**src/rtl/accel_axis_scanner_if.sv**
```systemverilog
// SPI link between accel_axis_scanner (master) and the accelerometer (slave).
interface accel_axis_scanner_if;
    logic CS;
    logic SCLK;
    logic SDO;
    logic SDI;

    modport master (output CS, output SCLK, output SDO, input SDI);
    modport slave  (input CS, input SCLK, input SDO, output SDI);
endinterface

```
**src/rtl/accel_axis_scanner.sv**
```systemverilog
// Periodic SPI mode-0 burst reader for a multi-axis accelerometer.
// Define ACCEL_INIT_EN to send a measurement-mode write frame after every reset.
module accel_axis_scanner #(
    parameter int unsigned CLK_DIV       = 50,
    parameter int unsigned NUM_AXES      = 3,
    parameter logic [7:0]  START_ADDR    = 8'h0E,
    parameter int unsigned SAMPLE_PERIOD = 100000
) (
    input  logic                   clk,
    input  logic                   reset,
    input  logic                   en,
    accel_axis_scanner_if.master   spi,
    output logic [16*NUM_AXES-1:0] axis_value,
    output logic                   valid
);
    localparam int unsigned NBITS      = 8 * (2 + 2 * NUM_AXES);
    localparam int unsigned DATA_BYTES = 2 * NUM_AXES;
    localparam int unsigned DATA_W     = 16 * NUM_AXES;
    localparam int unsigned INIT_BITS  = 24;
    localparam int unsigned DIV_W      = (CLK_DIV > 1) ? $clog2(CLK_DIV) : 1;
    localparam int unsigned BIT_W      = $clog2(NBITS);
    localparam int unsigned PER_W      = (SAMPLE_PERIOD > 1) ? $clog2(SAMPLE_PERIOD) : 1;

    localparam logic [NBITS-1:0] RD_FRAME   = {8'h0B, START_ADDR, {(NBITS-16){1'b0}}};
    localparam logic [NBITS-1:0] INIT_FRAME = {24'h0A2D02, {(NBITS-INIT_BITS){1'b0}}};
    localparam logic [BIT_W-1:0] LAST_RD    = BIT_W'(NBITS - 1);
    localparam logic [BIT_W-1:0] LAST_INIT  = BIT_W'(INIT_BITS - 1);

    typedef enum logic [2:0] {IDLE, SETUP, SHIFT, HOLD, GAP} state_t;

    state_t            state_q;
    logic [PER_W-1:0]  per_q;
    logic              pend_q;
    logic [DIV_W-1:0]  div_q;
    logic [BIT_W-1:0]  bit_q;
    logic [NBITS-1:0]  tx_q;
    logic [DATA_W-1:0] rx_q;
    logic [DATA_W-1:0] axis_q;
    logic [DATA_W-1:0] axis_d;
    logic              cs_q;
    logic              sclk_q;
    logic              sdo_q;
    logic              valid_q;
    logic              init_q;

    logic wrap;
    logic div_end;
    logic last_bit;
    logic frame_ok;
    logic start_init;
    logic start_rd;
    logic [NBITS-1:0] frame_sel;

    assign wrap     = (per_q == PER_W'(SAMPLE_PERIOD - 1));
    assign div_end  = (div_q == DIV_W'(CLK_DIV - 1));
    assign last_bit = (bit_q == (init_q ? LAST_INIT : LAST_RD));
    // Launching from the final GAP cycle is the IDLE->SETUP step without a dead
    // IDLE cycle, so back-to-back frames keep CS high for exactly CLK_DIV cycles.
    assign frame_ok = (state_q == IDLE) || ((state_q == GAP) && div_end);

`ifdef ACCEL_INIT_EN
    logic init_pend_q;
    assign start_init = frame_ok && init_pend_q;
`else
    assign start_init = 1'b0;
`endif
    assign start_rd  = frame_ok && !start_init && pend_q && en;
    assign frame_sel = start_init ? INIT_FRAME : RD_FRAME;

    // Data byte k sits at rx_q[8*(DATA_BYTES-1-k) +: 8]; axis i = {byte 2i+1, byte 2i}.
    always_comb begin
        axis_d = '0;
        for (int unsigned i = 0; i < NUM_AXES; i++) begin
            axis_d[16*i +: 8]   = rx_q[8*(DATA_BYTES-1-2*i) +: 8];
            axis_d[16*i+8 +: 8] = rx_q[8*(DATA_BYTES-2-2*i) +: 8];
        end
    end

    always_ff @(posedge clk) begin
        if (reset) begin
            state_q <= IDLE;
            per_q   <= '0;
            pend_q  <= 1'b0;
            div_q   <= '0;
            bit_q   <= '0;
            tx_q    <= '0;
            rx_q    <= '0;
            axis_q  <= '0;
            cs_q    <= 1'b1;
            sclk_q  <= 1'b0;
            sdo_q   <= 1'b0;
            valid_q <= 1'b0;
            init_q  <= 1'b0;
`ifdef ACCEL_INIT_EN
            init_pend_q <= 1'b1;
`endif
        end else begin
            valid_q <= 1'b0;
            per_q   <= wrap ? '0 : per_q + 1'b1;
            if (start_rd) begin
                pend_q <= wrap;
            end else if (wrap) begin
                pend_q <= 1'b1;
            end

            case (state_q)
                SETUP: begin
                    div_q <= div_end ? '0 : div_q + 1'b1;
                    if (div_end) begin
                        state_q <= SHIFT;
                    end
                end
                SHIFT: begin
                    div_q <= div_end ? '0 : div_q + 1'b1;
                    if (div_end && !sclk_q) begin
                        sclk_q <= 1'b1;
                        rx_q   <= {rx_q[DATA_W-2:0], spi.SDI};
                    end else if (div_end) begin
                        sclk_q <= 1'b0;
                        if (last_bit) begin
                            state_q <= HOLD;
                            sdo_q   <= 1'b0;
                        end else begin
                            bit_q <= bit_q + 1'b1;
                            sdo_q <= tx_q[NBITS-1];
                            tx_q  <= tx_q << 1;
                        end
                    end
                end
                HOLD: begin
                    div_q <= div_end ? '0 : div_q + 1'b1;
                    if (div_end) begin
                        state_q <= GAP;
                        cs_q    <= 1'b1;
                        if (!init_q) begin
                            axis_q  <= axis_d;
                            valid_q <= 1'b1;
                        end
                    end
                end
                GAP: begin
                    div_q <= div_end ? '0 : div_q + 1'b1;
                    if (div_end) begin
                        state_q <= IDLE;
                    end
                end
                default: begin
                    div_q <= '0;
                end
            endcase

            if (start_init || start_rd) begin
                state_q <= SETUP;
                cs_q    <= 1'b0;
                sclk_q  <= 1'b0;
                div_q   <= '0;
                bit_q   <= '0;
                sdo_q   <= frame_sel[NBITS-1];
                tx_q    <= frame_sel << 1;
                init_q  <= start_init;
`ifdef ACCEL_INIT_EN
                init_pend_q <= 1'b0;
`endif
            end
        end
    end

    assign spi.CS     = cs_q;
    assign spi.SCLK   = sclk_q;
    assign spi.SDO    = sdo_q;
    assign axis_value = axis_q;
    assign valid      = valid_q;
endmodule

```
**src/flat_wrapper.sv**
```systemverilog
// flat-port wrapper written by rule: the top's interface ports become plain ports
module accel_axis_scanner_flat 
#(
    parameter int unsigned CLK_DIV       = 50,
    parameter int unsigned NUM_AXES      = 3,
    parameter logic [7:0]  START_ADDR    = 8'h0E,
    parameter int unsigned SAMPLE_PERIOD = 100000
)
  (clk, reset, en, axis_value, valid, spi_CS, spi_SCLK, spi_SDO, spi_SDI);
  accel_axis_scanner_if spi_i ();
  input  logic clk;
  input  logic reset;
  input  logic en;
  output logic [16*NUM_AXES-1:0] axis_value;
  output logic valid;
  output wire logic [$bits(spi_i.CS)-1:0] spi_CS;
  output wire logic [$bits(spi_i.SCLK)-1:0] spi_SCLK;
  output wire logic [$bits(spi_i.SDO)-1:0] spi_SDO;
  input wire logic [$bits(spi_i.SDI)-1:0] spi_SDI;
  assign spi_CS = spi_i.CS;
  assign spi_SCLK = spi_i.SCLK;
  assign spi_SDO = spi_i.SDO;
  assign spi_i.SDI = spi_SDI;
  accel_axis_scanner #(.CLK_DIV(CLK_DIV), .NUM_AXES(NUM_AXES), .START_ADDR(START_ADDR), .SAMPLE_PERIOD(SAMPLE_PERIOD)) u_core (.clk(clk), .reset(reset), .en(en), .spi(spi_i), .axis_value(axis_value), .valid(valid));
endmodule
```
**config.mk**
```make
export PLATFORM = sky130hd
export DESIGN_NAME = accel_axis_scanner_flat
export DESIGN_NICKNAME = d
export VERILOG_FILES = /design/src/rtl/accel_axis_scanner_if.sv /design/src/rtl/accel_axis_scanner.sv /design/src/flat_wrapper.sv
export SDC_FILE = /design/constraint.sdc
export NUM_CORES = 1
export LEC_CHECK = 0
export ABC_AREA = 1
export CAP_MARGIN = 20
export CORE_MARGIN = 1.5
export CORE_UTILIZATION = 40
export DETAILED_ROUTE_END_ITERATION = 6
export PLACE_DENSITY_LB_ADDON = 0.15
export SLEW_MARGIN = 0
export SYNTH_ARGS = -nofsm -noshare
export SYNTH_HDL_FRONTEND = slang
export SYNTH_SLANG_ARGS = --single-unit
```
**constraint.sdc**
```tcl
create_clock -name clk -period 3.5 [get_ports clk]
set_input_delay 0.7 -clock clk [delete_from_list [all_inputs] [get_ports clk]]
set_output_delay 0.7 -clock clk [all_outputs]
set_load 0.02 [all_outputs]
```
# Yosys cells after proc, flatten, opt, wreduce, memory -nomap -nowiden
# Cells that the tools add are included.
[totals] register_bits=147 output_inout_bits=52 in_bits=4 elab_cells=92
[classes] n_addsub=3 reduce_logical=28 bitwise_logic=5 muxes=21 eq_ne=21
[op_table] cell="$mux 61" n=5
[op_table] cell="$mux 3" n=6
[op_table] cell="$add 17x1->17 const B" n=1
[op_table] cell="$eq 17x17->1 const B" n=1
[op_table] cell="$ne 3x1->1 const B" n=5
[op_table] cell="$reduce_and 7->1" n=2
[op_table] cell="$add 6x1->6 const B" n=2
[op_table] cell="$eq 6x6->1 const B" n=2
[op_table] cell="$ne 2x1->1 const B" n=6
[op_table] cell="$pmux 3 s4" n=1
[op_table] cell="$reduce_bool 2->1" n=5
[op_table] cell="$mux 1" n=9
[op_table] cell="$reduce_and 2->1" n=4
[op_table] cell="$reduce_and 4->1" n=2
[op_table] cell="$reduce_or 4->1" n=2
[op_table] cell="$eq 3x2->1 const B" n=2
[op_table] cell="$not 1->1" n=5
[op_table] cell="$reduce_bool 5->1" n=1
[op_table] cell="$logic_and 1x1->1" n=4
[op_table] cell="$ne 2x2->1 const B" n=2
[op_table] cell="$reduce_bool 4->1" n=1
[op_table] cell="$reduce_or 2->1" n=2
[op_table] cell="$eq 3x1->1 const B" n=1
[op_table] cell="$eq 3x3->1 const B" n=1
[op_table] cell="other kinds (6)" n=6

# Logic depth before layout (Yosys ltp)
# Gate-level depths: netlist of run 1.
[logic_depth] ltp_word=7 depth_mapped=11 ltp_nobuf=11

# Least setup slack after synthesis of run 1
# Ideal clock, no wire load.
[synth_path] path_type="input to register" start="input port reset" end="register u_core.axis_q[22], in the netlist u_core.axis_value[22]" slack_ps=1899 setup_time_ps=70 t_arrival_ps=1531 path_stages=5 path_buffers=2 cell_sequence="inv_1 clkbuf_1 clkbuf_1 o21ai_0 a21oi_1"
[synth_rtl] element="start: declaration" line="flat_wrapper.sv:12" text="input logic reset;"
[synth_rtl] element="end signal: assignment" line="accel_axis_scanner.sv:136" text="axis_q <= axis_d;"
[synth_rtl] element="end: declaration" line="accel_axis_scanner.sv:38" text="logic [DATA_W-1:0] axis_q;"

# Worst setup path in the final report of run 1
[layout_path] start="register u_core.sclk_q, in the netlist u_core.spi.SCLK" end="output port spi_SCLK"
[layout_rtl] element="start: declaration" line="accel_axis_scanner.sv:41" text="logic sclk_q;"
[layout_rtl] element="start signal: assignment" line="accel_axis_scanner.sv:90" text="sclk_q <= 1'b0;"
[layout_rtl] element="start signal: assignment" line="accel_axis_scanner.sv:116" text="sclk_q <= 1'b1;"
[layout_rtl] element="start signal: assignment" line="accel_axis_scanner.sv:119" text="sclk_q <= 1'b0;"
[layout_rtl] element="end: declaration" line="flat_wrapper.sv:17" text="output wire logic [$bits(spi_i.SCLK)-1:0] spi_SCLK;"
# No word-level cell between the ends.

==> flow_summary.yaml, run 1 <==
run_status:
  status: "finished, final reports clean"
clock_tree:
  clkSlewWorstSetupHoldPaths_ns: 0.06
  cts_resized: 0
  clockBufferDepth: 2
  cts_buffers: 17
  htree_levels: 4
  hold_buffers: 0
  insertion_delay_ns: 0.42
  root_buffer: "clkbuf_16"
  cts_tree: "built"
  post_cts_buffers: 0
  clkSinkCount: 147
logic_synthesis:
  synth.distinct_cells: 33
  post-synth-top-area-cell: "dfxtp_1"
  synth-seq-cells: 147
  syn_inst: 678
  synth-adder-area-share: 0.00903
  ys.warnings.count: 0
  synthTopCellsByArea: "dfxtp_1 53%, a21oi_1 11%, o21ai_0 9.8%"
  synthMuxAreaShare: 0
  synth_compound_area_frac: 0.210
  synth_seq_area_share: 0.531
  netlist_area_um2: 5540
  synth_top_area_frac: 0.531
  yosys.area_share.simple: 0.144
  synth_top_family_by_area: "compound AO/OA/AOI/OAI gates"
  synth.avg_cell_area_um2: 8.17
  synth_nets: 686
  synth_xor_area_frac: 0.0142
worst_setup_path:
  worstSetupPathType: "reg -> out"
  max_stage_delay_ns: 0.63
  path_buf_inv: 1
  path_cells: "clkdlybuf4s50_1"
  cp_num_cells: 1
  slowest_stage: "clkdlybuf4s50_1"
  cp-end-kind: "primary output"
  cp.arrival_ns: 1.46
  critPathMaxFanout: 4
  start_kind: "flop"
  critPathTopFamily: "buffers and inverters"
  worstPathRequired_ns: 2.80
  reg2regPathDepth: 8
layout:
  final_util: 0.505
  fillers: 1307
  diodes: 0
  fin_cells: 909
  layout_commonest_cell: "dfxtp_1"
  nNetsFinal: 728
  drive_gt1_frac: 0.0696
  area_growth_pct: 22.0
  layout_common_cells: "147 x dfxtp_1, 123 x a21oi_1, 108 x o21ai_0"
routing:
  totalWireLength_mm: 11.0
  ant_nets: 0
  via_per_inst: 4.84
  num_vias: 4398
  first_pass_iters: 5
  drtIter0Drc: 319
  wire_per_inst_um: 12.1
  route.detailed.drc: 0
sta:
  whs_ns: 0.455
  slew_headroom: 0.435
  worst_pin_slew_ns: 0.847
  setup_viol: 0
  rsz0062_at_grt: "no"
  hold_viol: 0
  finalSetupTns_ns: 0
  timing.fmax_ghz: 0.464
  worst_clock_skew_ns: 0.00566
  slew_violations: 0
  layout_min_cycle_time_ns: 2.16
  post-route-period-util: 0.616
min_path:
  hp-class: "reg -> reg"
  whs_path_depth: 2
grt:
  grt_pass1_vias: 4176
  globalRouteOverflowTotal: 0
  grt_pass1_wl_mm: 18.9
  grt_max_degree: 104
  grt_usage: 0.161
  antenna_found_initial: 0
job:
  maxCapViolCount: 0
placed_design:
  gp_congestion: 0.830
  dp_hpwl_mm: 6.74
  dp.cells: 877
  port_buffers: 55
floorplanning:
  die_w_um: 121
  core_um2: 13400
  start_util: 0.414
  io_pins: 56
  rows: 42
  design.die.area_um2: 14600
  die_h_um: 121
power:
  p_clk_frac: 0.526
  p_sw_uw: 706
  power.density_nw_per_um2: 539
  switching_share: 0.194
  internal_power_mw: 2.94
  sequentialPowerShare: 0.461
  p_comb_frac: 0.013
  ir_drop_v: 0.000389
  p_leak_nw: 2.41
final timing paths:
check             startpoint                   end  slack, ns
max          u_core.spi.SCLK              spi_SCLK       1.34
min          u_core.rx_q[47]  u_core.axis_value[7]       0.45
max reg2reg  u_core.div_q[0]  u_core.axis_value[0]       1.37
min reg2reg  u_core.rx_q[47]  u_core.axis_value[7]       0.45
cell usage after synthesis:
master / number
a21oi_1: 123
nand2_1: 71
nand3_2: 2
inv_2: 3
nor3_1: 5
nand3_1: 18
nor2_2: 1
or2_2: 1
xor2_1: 3
ha_1: 4
nor3_2: 1
buf_2: 11
dfxtp_1: 147
nand2_2: 3
xnor2_1: 6
nand3b_1: 1
nand2_4: 2
or2_0: 1
inv_1: 79
buf_4: 2
nor3b_1: 1
clkbuf_1: 15
nor4_1: 1
o21ai_0: 108
inv_4: 1
buf_6: 6
nand3_4: 1
nor2_1: 45
nor2_4: 2
clkinv_1: 1
o21ai_1: 1
nor3_4: 2
nand4_1: 10
flip-flops by register name, summed over array words and instances, names as in the netlist:
name / count
u_core.spi.CS: 1
u_core.rx_q: 48
u_core.axis_value: 48
u_core.state_q: 3
u_core.spi.SDO: 1
u_core.div_q: 6
u_core.valid: 1
u_core.tx_q: 14
u_core.per_q: 17
u_core.pend_q: 1
u_core.spi.SCLK: 1
u_core.bit_q: 6
area by class of cell:
cell class                      instances  area [um2]  area share
Sequential cell                       147        2940       0.435
Inverter                               84         318      0.0470
Clock buffer                           23         478      0.0707
Timing Repair Buffer                   57         566      0.0836
Tap cell                              176         220      0.0326
Multi-Input combinational cell        413        2090       0.309
Clock inverter                          9         151      0.0224
per-stage QoR:
stage	total power [mW]	cell area [um2]	setup slack, ns
after global placement	1.76	6130	1.07
final	3.64	6760	1.34
after CTS	3.68	6760	1.32
after detailed placement	1.76	6130	1.04
after global routing	3.76	6760	1.14
after floorplan	1.75	5540	1.90
routing by layer:
metal  global-route usage  vias to the layer above  part of all wire
met3               0.0495                       17             0.052
met2                0.244                       79              0.43
li1                     -                     2317                 -
met1                0.209                     1985              0.50
met5                    0                        -                 0
met4               0.0750                        0             0.019
cells by family (layout without fill, tap and decap cells):
family / after synthesis / in the layout
compound gates: 232 / 232
xor+xnor: 9 / 9
fa+ha+maj: 4 / 4
buf+inv: 118 / 173
flops: 147 / 147
simple gates: 168 / 168
power by group through the flow:
stage	sequential (mW)	clock (mW)	combinational, mW
global placement	1.71	0	0.0467
detailed placement	1.71	0	0.0471
floorplan	1.71	0	0.0356
CTS	1.68	1.96	0.0476
global route	1.68	2.03	0.0546
finish	1.68	1.92	0.0470
Power figures use the tool's default switching activity.
==> inputs of run 2 (changes only) <==
==> constraint.sdc (replaced) <==
create_clock -name clk -period 1.8 [get_ports clk]
set_input_delay 0.36 -clock clk [delete_from_list [all_inputs] [get_ports clk]]
set_output_delay 0.36 -clock clk [all_outputs]
set_load 0.02 [all_outputs]
==> run 2 against run 1 <==
  * Count of clock-buffer cells in the layout rose by 1
  * Design area rose by 4.1%
  * Register-to-register slack got worse by 1.2 ns
  * Sequential cell count did not move
  * Combinational power rose by 140%
  * First-iteration DRC count fell by 3.4%
  * Power rose by 86%
  * Largest cell class unchanged
  * Setup slack got worse by 1.3 ns
  * Global-route usage rose by 0.060 points
  * Sequential share of layout area fell by 1.7 points
==> flow_summary.yaml, run 2 (synthesis results as in run 1) <==
worst_setup_path:
  path_cells: "clkdlybuf4s50_1"
  cp.arrival_ns: 1.39
  worstSetupPathType: "reg -> out"
  max_stage_delay_ns: 0.62
  worstPathRequired_ns: 1.44
  critPathMaxFanout: 2
  path_buf_inv: 1
  slowest_stage: "clkdlybuf4s50_1"
  cp-end-kind: "primary output"
  start_kind: "flop"
  critPathTopFamily: "buffers and inverters"
sta:
  worst_pin_slew_ns: 0.349
  slew_headroom: 0.765
  setup_viol: 0
  layout_min_cycle_time_ns: 1.75
  whs_ns: 0.433
  hold_viol: 0
  slew_violations: 0
  worst_clock_skew_ns: 0.00647
  post-route-period-util: 0.973
  timing.fmax_ghz: 0.571
placed_design:
  dp_hpwl_mm: 7.28
  gp_congestion: 0.776
  port_buffers: 55
grt:
  globalRouteOverflowTotal: 0
  grt_max_degree: 57
  grt_pass1_wl_mm: 18.7
  antenna_found_initial: 0
  grt_usage: 0.162
  grt_pass1_vias: 4127
job:
  maxCapViolCount: 0
clock_tree:
  clkSinkCount: 147
  clkSlewWorstSetupHoldPaths_ns: 0.06
  root_buffer: "clkbuf_16"
  cts_buffers: 17
  htree_levels: 4
  insertion_delay_ns: 0.42
  cts_tree: "built"
  clockBufferDepth: 2
power:
  p_leak_nw: 2.62
  ir_drop_v: 0.000584
  power.density_nw_per_um2: 964
  power_mw: 6.79
floorplanning:
  die_h_um: 121
  start_util: 0.414
  io_pins: 56
  design.die.area_um2: 14600
  die_w_um: 121
  rows: 42
  core_um2: 13400
routing:
  wire_per_inst_um: 12.6
  via_per_inst: 4.84
  drtIter0Drc: 308
  ant_nets: 0
  route.detailed.drc: 0
  totalWireLength_mm: 11.7
  num_vias: 4495
  first_pass_iters: 4
layout:
  nNetsFinal: 748
  area_growth_pct: 27.0
  diodes: 0
  layout_commonest_cell: "dfxtp_1"
  layout_common_cells: "146 x dfxtp_1, 123 x a21oi_1, 101 x o21ai_0"
  drive_gt1_frac: 0.0956
run_status:
  status: "finished, final reports clean"
min_path:
  hp-class: "reg -> reg"
run 2: changes by cell type in the layout (fill, tap and decap cells not counted), moves of 3 or more:
cell             delta
dlymetal6s2s_1      +5
buf_12              +6
o21ai_0             -7
clkinvlp_4          +5
o21ai_1             +7
buf_4               +9
dlygate4sd2_1       +3
clkbuf_16           +3
clkdlybuf4s50_1     -8
run 2: area by class of cell:
class / instances / area [um2]
clock buffers: 24 / 472
clock inverters: 8 / 103
fillers: 1277 / 6360
inverters: 84 / 322
multi-input cells: 413 / 2100
flip-flops and latches: 147 / 2940
well taps: 176 / 220
repair buffers: 77 / 876
run 2: what timing repair did:
item / CTS / global route
endpoints found under the setup margin: 3 / 70
gates cloned: 0 / 3
hold buffers: 0 / 0
buffers inserted: 0 / 4
pin swaps: 0 / 2
resized for setup: 3 / 19
run 2: worst paths after layout:
| path | startpoint | to | slack (ns) | cells after the start |
|---|---|---|---|---|
| min | u_core.div_q[0] | u_core.div_q[0] | 0.43 | 1 |
| max | u_core.axis_value[0] | axis_value[0] | 0.05 | 1 |
| min reg2reg | u_core.div_q[0] | u_core.div_q[0] | 0.43 | 1 |
| max reg2reg | u_core.div_q[1] | u_core.rx_q[42] | 0.13 | 10 |
run 2: power breakdown:
group	switching (mW)	internal, mW	total (mW)
Clock	1.30	2.11	3.41
Sequential	0.00402	3.26	3.26
Combinational	0.0689	0.0423	0.111
Total	1.37	5.41	6.79
run 2: per-layer routing:
layer	global-route usage	vias up	wire length, um
met2	0.252	80	5340
met1	0.202	2045	5720
li1	-	2359	-
met4	0.0544	0	106
met5	0	-	0
met3	0.0665	11	567
run 2: through the flow:
| stage | setup TNS, ns | worst slack, ns | area [um2] | utilization | std cells |
|---|---|---|---|---|---|
| after global placement | 0 | 0.0867 | 6320 | 0.472 | 890 |
| after global routing | -0.000427 | -0.000427 | 7040 | 0.525 | 929 |
| after CTS | 0 | 0.0219 | 6890 | 0.514 | 922 |
| after floorplan | 0 | 0.344 | 5540 | - | 678 |
| final | 0 | 0.0494 | 7040 | 0.525 | 929 |
| after detailed placement | 0 | 0.0583 | 6320 | 0.472 | 890 |
